<file path="src/rtl/disp_bcd_scan_if.sv">
// disp_bcd_scan_if: load/convert handshake and scanned digit bus of the BCD display feeder
interface disp_bcd_scan_if;
  logic       load;
  logic [7:0] data_in;
  logic       busy;
  logic       done;
  logic [3:0] digit;
  logic [2:0] an;
  modport master (output load, data_in, input busy, done, digit, an);
  modport slave  (input load, data_in, output busy, done, digit, an);
endinterface

</file>
<file path="src/rtl/disp_bcd_scan.sv">
// disp_bcd_scan: 8-bit binary to 3-digit BCD (double dabble) with multiplexed common-anode scan
// Optional LEADING_ZERO_BLANK_EN blanks leading zero hundreds/tens digits.
module disp_bcd_scan #(
  parameter int SCAN_DIV = 50000
) (
  input logic            clk,
  input logic            rst_n,
  disp_bcd_scan_if.slave bus
);
  localparam int CW = SCAN_DIV > 1 ? $clog2(SCAN_DIV) : 1;
  localparam logic [0:0] IDLE = 1'b0, CONV = 1'b1;
  logic [0:0] state;
  logic [19:0] sh, nxt;
  logic [11:0] adj;
  logic [2:0] it;
  logic [3:0] ones, tens, hund, ones_n, tens_n, hund_n;
  logic [CW-1:0] scnt;
  logic [1:0] idx, idx_n;
  logic [2:0] an_r, an_n;
  logic done_r, commit, wrap;
  always_comb begin
    adj[3:0]   = sh[11:8]  >= 4'd5 ? sh[11:8]  + 4'd3 : sh[11:8];
    adj[7:4]   = sh[15:12] >= 4'd5 ? sh[15:12] + 4'd3 : sh[15:12];
    adj[11:8]  = sh[19:16] >= 4'd5 ? sh[19:16] + 4'd3 : sh[19:16];
    nxt = {adj, sh[7:0]} << 1;
    commit = state == CONV && it == 3'd7;
    {hund_n, tens_n, ones_n} = commit ? nxt[19:8] : {hund, tens, ones};
    wrap = scnt == CW'(SCAN_DIV - 1);
    idx_n = wrap ? (idx == 2'd2 ? 2'd0 : idx + 2'd1) : idx;
    an_n = idx_n == 2'd0 ? 3'b110 : idx_n == 2'd1 ? 3'b101 : 3'b011;
`ifdef LEADING_ZERO_BLANK_EN
    an_n = (idx_n == 2'd2 && hund_n == 4'd0) || (idx_n == 2'd1 && hund_n == 4'd0 && tens_n == 4'd0) ? 3'b111 : an_n;
`endif
  end
  always_ff @(posedge clk) begin
    if (!rst_n) begin
      state <= IDLE;
      sh <= '0;
      it <= '0;
      {hund, tens, ones} <= '0;
      done_r <= 1'b0;
      scnt <= '0;
      idx <= '0;
      an_r <= 3'b110;
    end else begin
      done_r <= commit;
      {hund, tens, ones} <= {hund_n, tens_n, ones_n};
      scnt <= wrap ? '0 : scnt + CW'(1);
      idx <= idx_n;
      an_r <= an_n;
      if (state == IDLE) begin
        if (bus.load) begin
          sh <= {12'd0, bus.data_in};
          it <= '0;
          state <= CONV;
        end
      end else begin
        sh <= nxt;
        it <= it + 3'd1;
        if (commit) state <= IDLE;
      end
    end
  end
  assign bus.busy  = state == CONV;
  assign bus.done  = done_r;
  assign bus.an    = an_r;
  assign bus.digit = idx == 2'd0 ? ones : idx == 2'd1 ? tens : hund;
endmodule

</file>
<file path="src/flat_wrapper.sv">
// flat-port wrapper written by rule: the top's interface ports become plain ports
module disp_bcd_scan_flat 
#(
  parameter int SCAN_DIV = 50000
)
  (clk, rst_n, bus_load, bus_data_in, bus_busy, bus_done, bus_digit, bus_an);
  disp_bcd_scan_if bus_i ();
  input logic clk;
  input logic rst_n;
  input wire logic [$bits(bus_i.load)-1:0] bus_load;
  input wire logic [$bits(bus_i.data_in)-1:0] bus_data_in;
  output wire logic [$bits(bus_i.busy)-1:0] bus_busy;
  output wire logic [$bits(bus_i.done)-1:0] bus_done;
  output wire logic [$bits(bus_i.digit)-1:0] bus_digit;
  output wire logic [$bits(bus_i.an)-1:0] bus_an;
  assign bus_i.load = bus_load;
  assign bus_i.data_in = bus_data_in;
  assign bus_busy = bus_i.busy;
  assign bus_done = bus_i.done;
  assign bus_digit = bus_i.digit;
  assign bus_an = bus_i.an;
  disp_bcd_scan #(.SCAN_DIV(SCAN_DIV)) u_core (.clk(clk), .rst_n(rst_n), .bus(bus_i));
endmodule
</file>
<file path="config.mk">
export PLATFORM = sky130hd
export DESIGN_NAME = disp_bcd_scan_flat
export DESIGN_NICKNAME = d
export VERILOG_FILES = /design/src/rtl/disp_bcd_scan_if.sv /design/src/rtl/disp_bcd_scan.sv /design/src/flat_wrapper.sv
export SDC_FILE = /design/constraint.sdc
export NUM_CORES = 1
export LEC_CHECK = 0
export BUFFER_PORTS_ARGS = -buffer_cell sky130_fd_sc_hd__buf_4
export CAP_MARGIN = 30
export CORE_MARGIN = 2
export CORE_UTILIZATION = 53
export DETAILED_ROUTE_END_ITERATION = 12
export GPL_ROUTABILITY_DRIVEN = 0
export PLACE_DENSITY_LB_ADDON = 0.08
export SETUP_SLACK_MARGIN = 0.15
export SYNTH_ARGS = -nofsm -noshare
export SYNTH_HDL_FRONTEND = slang
export SYNTH_SLANG_ARGS = --single-unit
export TNS_END_PERCENT = 10
</file>
<file path="constraint.sdc">
create_clock -name clk -period 1.85 [get_ports clk]
set_clock_uncertainty 0.15 [all_clocks]
set_input_delay 0.185 -clock clk [delete_from_list [all_inputs] [get_ports clk]]
set_output_delay 0.185 -clock clk [all_outputs]
set_load 0.1 [all_outputs]
</file>
==> results.md <==
- Status: finished, violations left
- Failing checks: setup timing
- Crit. End Element: register
- Least-Margin Pin Slew: 0.360 ns
- Max-slew headroom: 75.8%
- Share of layout cells above drive strength 1: 24.7%
- Place WS: -0.223 ns
- CTS Buf Count: 9
- DP Area: 3000 um2
- Setup crit start kind: register
- Tmin final: 2.04 ns
- First-pass GRT wire length: 8.65 mm
- Ys Warns: 0
- Layout Cell Area excl Fill: 3270 um2
- Seq pwr share: 53.3%
- Clk pin slew, worst setup/hold paths: 0.06 ns
- H-tree levels: 3
- Die Wd: 74.6 um
- CP arrival: 2.09 ns
- Final period util: 110%
- EDFF count, synth: 0
- Via/cell ratio: 5.26
- Clock Sinks: 58
- Total negative setup slack: -2.59 ns
- Post-synthesis register bit count: 58
- Total grt overflow: 0
- Drt pass-1 iters: 4
- DP HPWL: 3.55 mm
- Clock power frac: 41.3%
- Nets: 352
- Max Cap Violations: 0
- Gr usage total: 20.4%
- Cell Int Power: 0.00188 W
- Final Max Tran Viols: 0
- Residual DRC: 0
- VDD IR max: 0.430 mV
- Post-layout util: 68.8%
- CTS tree: built
- Final cell count without fillers: 403
- Final Worst Setup Slack: -0.186 ns
- 1st-iter DRT viols: 108
- Post-CTS Setup Repair Bufs: 0
- Die Y: 74.6 um
- Critical path class: register to register
- Antenna Cells: 0
- Logic pwr share: 5.4%
- Vias in the first global route: 1882
- Sequential area share after synthesis: 43.9%
- Syn_nets: 317
- Initial antenna violation count: 0
- CP max FO: 6
- Placed Instances: 387
- Sw frac: 22.7%
- Async SR Flop Fraction: 0%
- Final hold viol count: 0
- Die area: 5570 um2
- Largest net degree at the start of global routing: 38
- Final Setup Violations: 20
- Synthesis-to-finish area growth: 23.7%
- Via count: 2121
- Leak: 1.22 nW
- PwrDens: 742 nW/um2
- Switching Power: 0.000551 W
- I/O pin total: 20
- Cells after Synth: 297
- Input/output buffers: 19
- Max clock buf depth: 2
- Synth Area per Inst: 8.90 um2
- Final WL: 5.10 mm
- Netlist Area Pre-Place: 2640 um2
- Row count: 25
- WP data required: 1.91 ns
- Root Buffer: clkbuf_8
- Routed Antenna Nets: 0
- Wire per inst: 12.7 um
- RSZ-0062 raised after global routing: true
- Fmax: 491 MHz
- Most used DFF post-synth: dfxtp_1
- Starting Density: 55.6%
- Yosys cell types: 35
- Core Region: 4750 um2
- Hold Path Class: input pin to register
- Clk_lat worst skew: 0.32 ns
## power groups by stage
stage | sequential [W] | combinational, W | clock (W)
finish | 0.00129 | 0.000130 | 0.00100
global route | 0.00130 | 0.000147 | 0.00109
CTS | 0.00129 | 0.000129 | 0.00103
detailed placement | 0.00132 | 0.000127 | 0
global placement | 0.00132 | 0.000125 | 0
floorplan | 0.00132 | 0.0000838 | 0
## cells by family (layout without fill, tap and decap cells)
family / Yosys count / after routing / share of synthesized area [%]
adder cells (fa/ha/maj): 9 / 9 / 4.26
AND/OR/NAND/NOR: 113 / 113 / 22.6
XOR/XNOR: 17 / 17 / 5.63
multiplexers: 19 / 19 / 7.34
AO/OA/AOI/OAI: 53 / 53 / 12.1
buffers and inverters: 28 / 67 / 4.17
flip-flops: 58 / 58 / 43.9
## cell type report
type,count,area (um2)
multi-input combinational,211,1490
clock buffer,12,155
inverter,13,48.8
tap,67,83.8
fill,417,1490
sequential,58,1170
clock inverter,3,15.0
timing repair buffer,39,303
## cells in the mapped netlist, drive strengths merged, types with 4 or more instances
| master | number | area (um2) |
|---|---|---|
| nor4 | 6 | 37.5 |
| nand2 | 29 | 111 |
| nand4 | 4 | 25.0 |
| a21oi | 8 | 40.0 |
| nor3b | 8 | 60.1 |
| a21boi | 6 | 45.0 |
| nor2b | 10 | 62.6 |
| xnor2 | 15 | 131 |
| nand3 | 9 | 45.0 |
| nor2 | 18 | 67.6 |
| ha | 9 | 113 |
| o21ai | 29 | 145 |
| dfxtp | 58 | 1160 |
| o32ai | 6 | 52.6 |
| mux2i | 16 | 160 |
| and2 | 11 | 68.8 |
| nor3 | 5 | 25.0 |
| inv | 13 | 48.8 |
| clkbuf | 13 | 48.8 |
## repair_timing
action | CTS | global route
pin swaps | 1 | 1
hold buffers | 1 | 0
hold endpoints to repair | 1 | 0
resized for setup | 11 | 16
setup endpoints to repair | 30 | 34
## stage by stage
step                      power (W)  hold WS [ns]
after floorplan             0.00140         0.182
after global placement      0.00145         0.277
after detailed placement    0.00145         0.287
after CTS                   0.00245        0.0357
after global routing        0.00253        0.0357
final                       0.00243        0.0375
## sequential cells by signal, summed over array words and instances, names as in the netlist
name / flops
u_core.tens: 4
u_core.bus.an: 3
u_core.idx: 2
u_core.ones: 4
u_core.scnt: 16
u_core.bus.busy: 1
u_core.it: 3
u_core.hund: 4
u_core.sh: 20
u_core.bus.done: 1
## worst paths after layout
check / cells past startpoint / to / startpoint / slack (ns)
worst max-delay path: 5 / u_core.bus.an[2] / u_core.scnt[4] / -0.19
worst min-delay path: 2 / u_core.bus.an[2] / rst_n / 0.04
worst max register to register: 5 / u_core.bus.an[2] / u_core.scnt[4] / -0.19
worst min register to register: 2 / u_core.tens[0] / u_core.tens[0] / 0.29
## worst max-delay path: stages (launching register included)
cell and delay [ns]:
dfxtp_1 0.30, or4_1 0.51, or4_4 0.54, buf_6 0.15, mux2i_1 0.12, nand2b_1 0.15
## metal layers
| metal | global-route usage (%) | vias to the layer above | share of wire [%] |
|---|---|---|---|
| li1 | - | 1101 | - |
| met1 | 29.1 | 985 | 53 |
| met2 | 30.2 | 26 | 43 |
| met3 | 4.02 | 9 | 2.4 |
| met4 | 8.93 | 0 | 1.5 |
| met5 | 0 | - | 0 |
## placed cells by master, fill, tap and decap left out, drive strengths merged, types with 4 or more instances in the layout
cell and instances:
o32ai 6, inv 13, mux2i 16, clkbuf 12, o21ai 29, nor2 18, nand2 29, nand4 4
nor2b 10, dfxtp 58, a21boi 6, nand3 9, nor4 6, nor3 5, and2 11, buf 38
xnor2 15, ha 9, a21oi 8, nor3b 8
Power figures use the tool's default switching activity.
